$ cat src/rtl/wb_write_arbiter_if.sv
// Bundle of the writeback arbiter's pipe, long-latency, register-file and hazard-check signals.
// The arbiter takes the slave view; the surrounding pipeline takes the master view.
interface wb_write_arbiter_if #(
    parameter int DATA_W = 32,
    parameter int ADDR_W = 5,
    parameter int DEPTH  = 2
);
    localparam int CNT_W = $clog2(DEPTH + 1);

    logic              pipe_wr;
    logic [ADDR_W-1:0] pipe_waddr;
    logic [DATA_W-1:0] pipe_din;
    logic              lu_valid;
    logic              lu_ready;
    logic [ADDR_W-1:0] lu_waddr;
    logic [DATA_W-1:0] lu_din;
    logic              rf_wr;
    logic [ADDR_W-1:0] rf_waddr;
    logic [DATA_W-1:0] rf_din;
    logic [ADDR_W-1:0] chk_addr1;
    logic [ADDR_W-1:0] chk_addr2;
    logic              chk_hit1;
    logic              chk_hit2;
    logic [CNT_W-1:0]  pend_cnt;

    modport master (
        output pipe_wr, pipe_waddr, pipe_din, lu_valid, lu_waddr, lu_din, chk_addr1, chk_addr2,
        input  lu_ready, rf_wr, rf_waddr, rf_din, chk_hit1, chk_hit2, pend_cnt
    );

    modport slave (
        input  pipe_wr, pipe_waddr, pipe_din, lu_valid, lu_waddr, lu_din, chk_addr1, chk_addr2,
        output lu_ready, rf_wr, rf_waddr, rf_din, chk_hit1, chk_hit2, pend_cnt
    );
endinterface

$ cat src/rtl/wb_write_arbiter.sv
// Merges the WB stage and a buffered long-latency result stream onto the single register-file
// write port. WB always wins; buffered results that a younger WB write supersedes are killed.
module wb_write_arbiter #(
    parameter int DATA_W = 32,
    parameter int ADDR_W = 5,
    parameter int DEPTH  = 2
) (
    input  logic               clk,
    input  logic               rst,
    wb_write_arbiter_if.slave  bus
);
    localparam int PTR_W = $clog2(DEPTH);
    localparam int CNT_W = $clog2(DEPTH + 1);

    logic [ADDR_W-1:0] addr_mem_r [DEPTH];
    logic [DATA_W-1:0] data_mem_r [DEPTH];
    logic [DEPTH-1:0]  kill_r;
    logic [PTR_W-1:0]  head_r;
    logic [PTR_W-1:0]  tail_r;
    logic [CNT_W-1:0]  count_r;
    logic              rf_wr_r;
    logic [ADDR_W-1:0] rf_waddr_r;
    logic [DATA_W-1:0] rf_din_r;

    logic              pipe_eff_s;
    logic              lu_ready_s;
    logic              push_s;
    logic              pop_s;
    logic [DEPTH-1:0]  live_s;
    logic              hit1_s;
    logic              hit2_s;

    // Handshake, slot selection and hazard lookup over the live (occupied, unkilled) entries
    always_comb begin
        pipe_eff_s = bus.pipe_wr && (bus.pipe_waddr != {ADDR_W{1'b0}});
        lu_ready_s = (count_r < CNT_W'(DEPTH)) && !rst;
        push_s     = bus.lu_valid && lu_ready_s && (bus.lu_waddr != {ADDR_W{1'b0}});
        pop_s      = !pipe_eff_s && (count_r != {CNT_W{1'b0}});
        hit1_s     = 1'b0;
        hit2_s     = 1'b0;
        live_s     = {DEPTH{1'b0}};
        for (int i = 0; i < DEPTH; i++) begin
            // Slot i is occupied when its distance from head is below the occupancy count.
            live_s[i] = (CNT_W'(PTR_W'(PTR_W'(i) - head_r)) < count_r) && !kill_r[i];
            hit1_s    = hit1_s | (live_s[i] && (bus.chk_addr1 != {ADDR_W{1'b0}})
                                  && (addr_mem_r[i] == bus.chk_addr1));
            hit2_s    = hit2_s | (live_s[i] && (bus.chk_addr2 != {ADDR_W{1'b0}})
                                  && (addr_mem_r[i] == bus.chk_addr2));
        end
    end

    // FIFO storage, kill tracking and the registered register-file write port
    always_ff @(posedge clk) begin
        if (rst) begin
            rf_wr_r    <= 1'b0;
            rf_waddr_r <= {ADDR_W{1'b0}};
            rf_din_r   <= {DATA_W{1'b0}};
            head_r     <= {PTR_W{1'b0}};
            tail_r     <= {PTR_W{1'b0}};
            count_r    <= {CNT_W{1'b0}};
            kill_r     <= {DEPTH{1'b0}};
            for (int i = 0; i < DEPTH; i++) begin
                addr_mem_r[i] <= {ADDR_W{1'b0}};
                data_mem_r[i] <= {DATA_W{1'b0}};
            end
        end else begin
            if (pipe_eff_s) begin
                rf_wr_r    <= 1'b1;
                rf_waddr_r <= bus.pipe_waddr;
                rf_din_r   <= bus.pipe_din;
            end else if (pop_s) begin
                rf_wr_r    <= !kill_r[head_r];
                rf_waddr_r <= addr_mem_r[head_r];
                rf_din_r   <= data_mem_r[head_r];
            end else begin
                rf_wr_r    <= 1'b0;
                rf_waddr_r <= rf_waddr_r;
                rf_din_r   <= rf_din_r;
            end

            // A WB write is younger than anything buffered, so matching entries become stale.
            for (int i = 0; i < DEPTH; i++) begin
                if (pipe_eff_s && (addr_mem_r[i] == bus.pipe_waddr)) begin
                    kill_r[i] <= 1'b1;
                end else begin
                    kill_r[i] <= kill_r[i];
                end
            end

            if (push_s) begin
                addr_mem_r[tail_r] <= bus.lu_waddr;
                data_mem_r[tail_r] <= bus.lu_din;
                kill_r[tail_r]     <= pipe_eff_s && (bus.lu_waddr == bus.pipe_waddr);
                tail_r             <= tail_r + PTR_W'(1);
            end else begin
                tail_r             <= tail_r;
            end

            if (pop_s) begin
                head_r <= head_r + PTR_W'(1);
            end else begin
                head_r <= head_r;
            end

            case ({push_s, pop_s})
                2'b10:   count_r <= count_r + CNT_W'(1);
                2'b01:   count_r <= count_r - CNT_W'(1);
                default: count_r <= count_r;
            endcase
        end
    end

    assign bus.lu_ready = lu_ready_s;
    assign bus.rf_wr    = rf_wr_r;
    assign bus.rf_waddr = rf_waddr_r;
    assign bus.rf_din   = rf_din_r;
    assign bus.chk_hit1 = hit1_s;
    assign bus.chk_hit2 = hit2_s;
    assign bus.pend_cnt = count_r;
endmodule

$ cat src/flat_wrapper.sv
// flat-port wrapper written by rule: the top's interface ports become plain ports
module wb_write_arbiter_flat 
#(
    parameter int DATA_W = 32,
    parameter int ADDR_W = 5,
    parameter int DEPTH  = 2
)
  (clk, rst, bus_pipe_wr, bus_pipe_waddr, bus_pipe_din, bus_lu_valid, bus_lu_waddr, bus_lu_din, bus_chk_addr1, bus_chk_addr2, bus_lu_ready, bus_rf_wr, bus_rf_waddr, bus_rf_din, bus_chk_hit1, bus_chk_hit2, bus_pend_cnt);
  wb_write_arbiter_if #(.DATA_W(DATA_W), .ADDR_W(ADDR_W), .DEPTH(DEPTH)) bus_i ();
  input  logic clk;
  input  logic rst;
  input wire logic [$bits(bus_i.pipe_wr)-1:0] bus_pipe_wr;
  input wire logic [$bits(bus_i.pipe_waddr)-1:0] bus_pipe_waddr;
  input wire logic [$bits(bus_i.pipe_din)-1:0] bus_pipe_din;
  input wire logic [$bits(bus_i.lu_valid)-1:0] bus_lu_valid;
  input wire logic [$bits(bus_i.lu_waddr)-1:0] bus_lu_waddr;
  input wire logic [$bits(bus_i.lu_din)-1:0] bus_lu_din;
  input wire logic [$bits(bus_i.chk_addr1)-1:0] bus_chk_addr1;
  input wire logic [$bits(bus_i.chk_addr2)-1:0] bus_chk_addr2;
  output wire logic [$bits(bus_i.lu_ready)-1:0] bus_lu_ready;
  output wire logic [$bits(bus_i.rf_wr)-1:0] bus_rf_wr;
  output wire logic [$bits(bus_i.rf_waddr)-1:0] bus_rf_waddr;
  output wire logic [$bits(bus_i.rf_din)-1:0] bus_rf_din;
  output wire logic [$bits(bus_i.chk_hit1)-1:0] bus_chk_hit1;
  output wire logic [$bits(bus_i.chk_hit2)-1:0] bus_chk_hit2;
  output wire logic [$bits(bus_i.pend_cnt)-1:0] bus_pend_cnt;
  assign bus_i.pipe_wr = bus_pipe_wr;
  assign bus_i.pipe_waddr = bus_pipe_waddr;
  assign bus_i.pipe_din = bus_pipe_din;
  assign bus_i.lu_valid = bus_lu_valid;
  assign bus_i.lu_waddr = bus_lu_waddr;
  assign bus_i.lu_din = bus_lu_din;
  assign bus_i.chk_addr1 = bus_chk_addr1;
  assign bus_i.chk_addr2 = bus_chk_addr2;
  assign bus_lu_ready = bus_i.lu_ready;
  assign bus_rf_wr = bus_i.rf_wr;
  assign bus_rf_waddr = bus_i.rf_waddr;
  assign bus_rf_din = bus_i.rf_din;
  assign bus_chk_hit1 = bus_i.chk_hit1;
  assign bus_chk_hit2 = bus_i.chk_hit2;
  assign bus_pend_cnt = bus_i.pend_cnt;
  wb_write_arbiter #(.DATA_W(DATA_W), .ADDR_W(ADDR_W), .DEPTH(DEPTH)) u_core (.clk(clk), .rst(rst), .bus(bus_i));
endmodule
$ cat config.mk
export PLATFORM = sky130hd
export DESIGN_NAME = wb_write_arbiter_flat
export DESIGN_NICKNAME = d
export VERILOG_FILES = /design/src/rtl/wb_write_arbiter_if.sv /design/src/rtl/wb_write_arbiter.sv /design/src/flat_wrapper.sv
export SDC_FILE = /design/constraint.sdc
export NUM_CORES = 1
export LEC_CHECK = 0
export CAP_MARGIN = 20
export CORE_MARGIN = 1
export CORE_UTILIZATION = 54
export DETAILED_ROUTE_END_ITERATION = 8
export HOLD_SLACK_MARGIN = 0.03
export PLACE_DENSITY = 0.87
export SLEW_MARGIN = 5
export SYNTH_ARGS = -nofsm -noshare
export SYNTH_HDL_FRONTEND = slang
export SYNTH_SLANG_ARGS = --single-unit
$ cat constraint.sdc
create_clock -name clk -period 4.31 [get_ports clk]
set_input_delay 0.862 -clock clk [delete_from_list [all_inputs] [get_ports clk]]
set_output_delay 0.862 -clock clk [all_outputs]
set_load 0.05 [all_outputs]
==> flow_results.xml <==
<?xml version="1.0" encoding="UTF-8"?>
<metrics>
  <group name="yosys">
    <metric name="synthesis.nets" unit="">599</metric>
    <metric name="postSynthAreaPerCell" unit="µm²">10.9</metric>
    <metric name="postSynthCellCount" unit="">510</metric>
    <metric name="synth_top_cell_by_area" unit="">sky130_fd_sc_hd__edfxtp_1</metric>
    <metric name="synth_area" unit="µm²">5560</metric>
    <metric name="synth.lib_cells_used.distinct" unit="">34</metric>
    <metric name="synthTopCellsByArea" unit="">sky130_fd_sc_hd__edfxtp_1 40%, sky130_fd_sc_hd__dfxtp_1 16%, sky130_fd_sc_hd__and2_1 8.1%, sky130_fd_sc_hd__mux2i_1 6.8%, sky130_fd_sc_hd__nand2_1 5.1%</metric>
    <metric name="synth_top_area_frac" unit="">0.400</metric>
    <metric name="synth-seq-cells" unit="">119</metric>
    <metric name="seq_area_frac_synth" unit="">0.562</metric>
    <metric name="synth_warnings" unit="">0</metric>
  </group>
  <group name="critical_path">
    <metric name="critical_path_s_slowest_cell" unit="">sky130_fd_sc_hd__clkdlybuf4s50_1</metric>
    <metric name="timing.critical_path.fanout_max" unit="">3</metric>
    <metric name="critPathMaxStageDelay" unit="ps">810</metric>
    <metric name="path_buf_inv" unit="">2</metric>
    <metric name="cp_cell_sequence" unit="">clkdlybuf4s50_1 &gt; xor2_1 &gt; nor3_1 &gt; nand4_1 &gt; a21oi_1 &gt; clkdlybuf4s50_1</metric>
    <metric name="timing.critical_path.required" unit="ps">3450</metric>
    <metric name="ff2ff_setup_slack" unit="ps">2060</metric>
    <metric name="crit_family" unit="">buffers and inverters</metric>
    <metric name="most_common_cell_type_on_the_critical_path" unit="">sky130_fd_sc_hd__clkdlybuf4s50_1</metric>
    <metric name="worst_endpoint_data_arrival_time" unit="ps">2840</metric>
    <metric name="timing_worst_setup_path_type" unit="">input pin to output port</metric>
    <metric name="timing.critical_path.to_type" unit="">output port</metric>
    <metric name="cp-start-kind" unit="">input pin</metric>
  </group>
  <group name="global_route">
    <metric name="grt.total_usage" unit="">0.268</metric>
    <metric name="final_global_route_overflow_total" unit="">0</metric>
    <metric name="number_of_antenna_violations_at_the_first_check_in_global_routing" unit="">0</metric>
    <metric name="global_route_wire_length_before_repair" unit="µm">21300</metric>
    <metric name="grt_max_degree" unit="">44</metric>
    <metric name="first_global_vias" unit="">4424</metric>
  </group>
  <group name="detailed_routing">
    <metric name="total_length_of_routed_wires" unit="µm">13800</metric>
    <metric name="drt_first_pass_iters" unit="">5</metric>
    <metric name="route.detailed.wl_per_inst" unit="µm">17.7</metric>
    <metric name="remaining_drc_errors" unit="">0</metric>
    <metric name="post_drt_via_cell_ratio" unit="">5.66</metric>
    <metric name="ant_nets" unit="">0</metric>
    <metric name="via_count" unit="">4418</metric>
    <metric name="drt_iter0_drc" unit="">239</metric>
  </group>
  <group name="sta">
    <metric name="finalClockSkew" unit="ps">7.62</metric>
    <metric name="max-slew-margin-rel" unit="">0.347</metric>
    <metric name="timing_worst_slew_pin_value" unit="ps">980</metric>
    <metric name="number_of_slew_limit_violations_in_the_final_report" unit="">0</metric>
    <metric name="achievable-frequency" unit="MHz">270</metric>
    <metric name="hold_violations" unit="">0</metric>
    <metric name="grt_setup_unrepaired" unit="">false</metric>
    <metric name="setup_viol" unit="">0</metric>
    <metric name="layout_worst_path_cycle_share" unit="">0.859</metric>
    <metric name="setup-tns-final" unit="ps">0</metric>
    <metric name="min_period" unit="ps">3700</metric>
  </group>
  <group name="cts">
    <metric name="cts_max_level" unit="">4</metric>
    <metric name="clock_tree.root_cell" unit="">sky130_fd_sc_hd__clkbuf_8</metric>
    <metric name="post_cts_buffers" unit="">0</metric>
    <metric name="count_of_hold_buffers_inserted_by_post_cts_repair" unit="">0</metric>
    <metric name="clock_path_buffers" unit="">2</metric>
    <metric name="cts_resized" unit="">0</metric>
    <metric name="tritoncts" unit="">yes</metric>
    <metric name="clock_buffers_created_by_tritoncts" unit="">17</metric>
    <metric name="path_clk_slew" unit="ps">60</metric>
    <metric name="clock-sinks" unit="">119</metric>
    <metric name="insertion_delay" unit="ps">520</metric>
  </group>
  <group name="pwr">
    <metric name="max-vdd-ir-drop" unit="mV">0.379</metric>
    <metric name="power.density_cell_area" unit="nW/µm²">550</metric>
    <metric name="power_leakage" unit="nW">2.73</metric>
    <metric name="finalPower" unit="mW">4.15</metric>
  </group>
  <group name="floorplan">
    <metric name="dieArea" unit="µm²">10700</metric>
    <metric name="fp-row-count" unit="">36</metric>
    <metric name="floorplan.die.height" unit="µm">103</metric>
    <metric name="initial_core_util" unit="">0.563</metric>
    <metric name="core_area" unit="µm²">9860</metric>
    <metric name="die_w" unit="µm">103</metric>
    <metric name="design.portCount" unit="">131</metric>
  </group>
  <group name="cells_and_area">
    <metric name="final_core_utilization" unit="">0.766</metric>
    <metric name="fin_nets" unit="">723</metric>
    <metric name="flow.area_growth_from_synthesis" unit="%">35.9</metric>
    <metric name="final-seq-area" unit="µm²">3120</metric>
    <metric name="num-fill-cells" unit="">654</metric>
    <metric name="diodes" unit="">0</metric>
    <metric name="drive_above_1_share" unit="">0.0804</metric>
    <metric name="multi_input_comb_area" unit="µm²">2280</metric>
  </group>
  <group name="run_status">
    <metric name="outcome" unit="">completed</metric>
  </group>
  <group name="min_path">
    <metric name="min-delay-path-class" unit="">flop to flop</metric>
  </group>
  <group name="placed_design">
    <metric name="gp_routability_congestion" unit="">0.859</metric>
    <metric name="placement.io_buffers" unit="">130</metric>
    <metric name="dpl.hpwl" unit="µm">8930</metric>
  </group>
  <group name="run">
    <metric name="drv.max_cap_violation_count" unit="">0</metric>
  </group>
</metrics>
[layer usage]
| metal | global-route usage | wire length (µm) |
|---|---|---|
| met2 | 0.477 | 7180 |
| met3 | 0.0753 | 1030 |
| met1 | 0.306 | 5360 |
| met4 | 0.102 | 218 |
| met5 | 0 | 0 |
[sequential cells by signal (all words and copies together), names as in the netlist, named ones only]
register,cells
u_core.tail_r,1
u_core.data_mem_r,64
u_core.head_r,1
u_core.bus.rf_waddr,5
u_core.bus.rf_wr,1
u_core.bus.rf_din,32
u_core.kill_r,2
u_core.bus.pend_cnt,2
u_core.addr_mem_r,10
[area by class of cell]
class / count / area share
clock buffers: 18 / 0.0567
well taps: 133 / 0.0220
inverters: 3 / 0.00149
flip-flops and latches: 119 / 0.414
repair buffers: 140 / 0.182
clock inverters: 14 / 0.0232
multi-input cells: 353 / 0.301
[power by group]
group / internal (mW) / leakage (nW) / switching [mW]
logic: 0.471 / 1.30 / 0.768
clock network: 0.900 / 0.288 / 0.521
registers: 1.38 / 1.15 / 0.113
[synthesized netlist by cell type]
cell type                    n
sky130_fd_sc_hd__a21oi_1    46
sky130_fd_sc_hd__a221oi_1    1
sky130_fd_sc_hd__nand4_1     7
sky130_fd_sc_hd__nand4bb_1   1
sky130_fd_sc_hd__o211ai_1   37
sky130_fd_sc_hd__ha_1        1
sky130_fd_sc_hd__a221oi_2    1
sky130_fd_sc_hd__o21ai_2     1
sky130_fd_sc_hd__nor3_1      7
sky130_fd_sc_hd__or3_1       2
sky130_fd_sc_hd__a21oi_2     1
sky130_fd_sc_hd__mux2i_1    38
sky130_fd_sc_hd__or4_4       1
sky130_fd_sc_hd__buf_6       3
sky130_fd_sc_hd__buf_4       1
sky130_fd_sc_hd__a2111o_1    1
sky130_fd_sc_hd__buf_1       1
sky130_fd_sc_hd__nor2_1     12
sky130_fd_sc_hd__or4b_1      1
sky130_fd_sc_hd__nor4_1      1
sky130_fd_sc_hd__xnor2_1    15
sky130_fd_sc_hd__or4_1       2
sky130_fd_sc_hd__nand2_1    75
sky130_fd_sc_hd__and2_1     72
sky130_fd_sc_hd__edfxtp_1   74
sky130_fd_sc_hd__dfxtp_1    45
sky130_fd_sc_hd__buf_2      11
sky130_fd_sc_hd__xor2_1     23
sky130_fd_sc_hd__o21ai_0     2
sky130_fd_sc_hd__nand2b_1    1
sky130_fd_sc_hd__o21a_1      1
sky130_fd_sc_hd__inv_1       3
sky130_fd_sc_hd__or2_2       3
sky130_fd_sc_hd__clkbuf_1   19
[stage by stage]
step                      instance area (µm²)  hold WS [ps]  cells  setup WS, ps
after floorplan                          5560           493    510          1380
after global placement                   6950           511    748           707
after detailed placement                 6950           546    748           623
after CTS                                7550           563    780           622
after global routing                     7550           608    780           521
final                                    7550           562    780           609
[tightest hold or removal path, stage by stage, from the launching register on]
cell	delay [ps]
sky130_fd_sc_hd__dfxtp_1	360
sky130_fd_sc_hd__xor2_1	80
sky130_fd_sc_hd__nor2_1	80
[cell families (layout without fill, tap and decap cells)]
family,count (synthesis),in the layout,synth area share
flops,119,119,0.562
fa+ha+maj,1,1,0.00225
xor+xnor,38,38,0.0599
compound gates,91,91,0.104
buf+inv,38,175,0.0329
simple gates,185,185,0.170
mux,38,38,0.0685
[final timing paths]
check / cells after the start / startpoint / to
setup reg to reg: 4 / u_core.bus.pend_cnt[1] / u_core.data_mem_r[0][8]
hold reg to reg: 2 / u_core.tail_r / u_core.tail_r
setup / recovery: 6 / bus_chk_addr2[3] / bus_chk_hit2
hold / removal: 2 / u_core.tail_r / u_core.tail_r
[cells in the final DEF, fill, tap and decap left out, drive strengths merged, types with 2 or more instances in the layout]
cell type      count
clkbuf            18
a221oi             2
o21ai              3
buf               11
nor3               7
or2                3
xnor2             15
edfxtp            74
clkdlybuf4s50    129
inv                5
o211ai            37
mux2i             38
clkinvlp           3
nand4              7
nor2              12
nand2             75
a21oi             47
and2              72
dfxtp             45
or3                2
clkinv             6
bufinv             3
or4                3
xor2              23
Power figures use the tool's default switching activity.
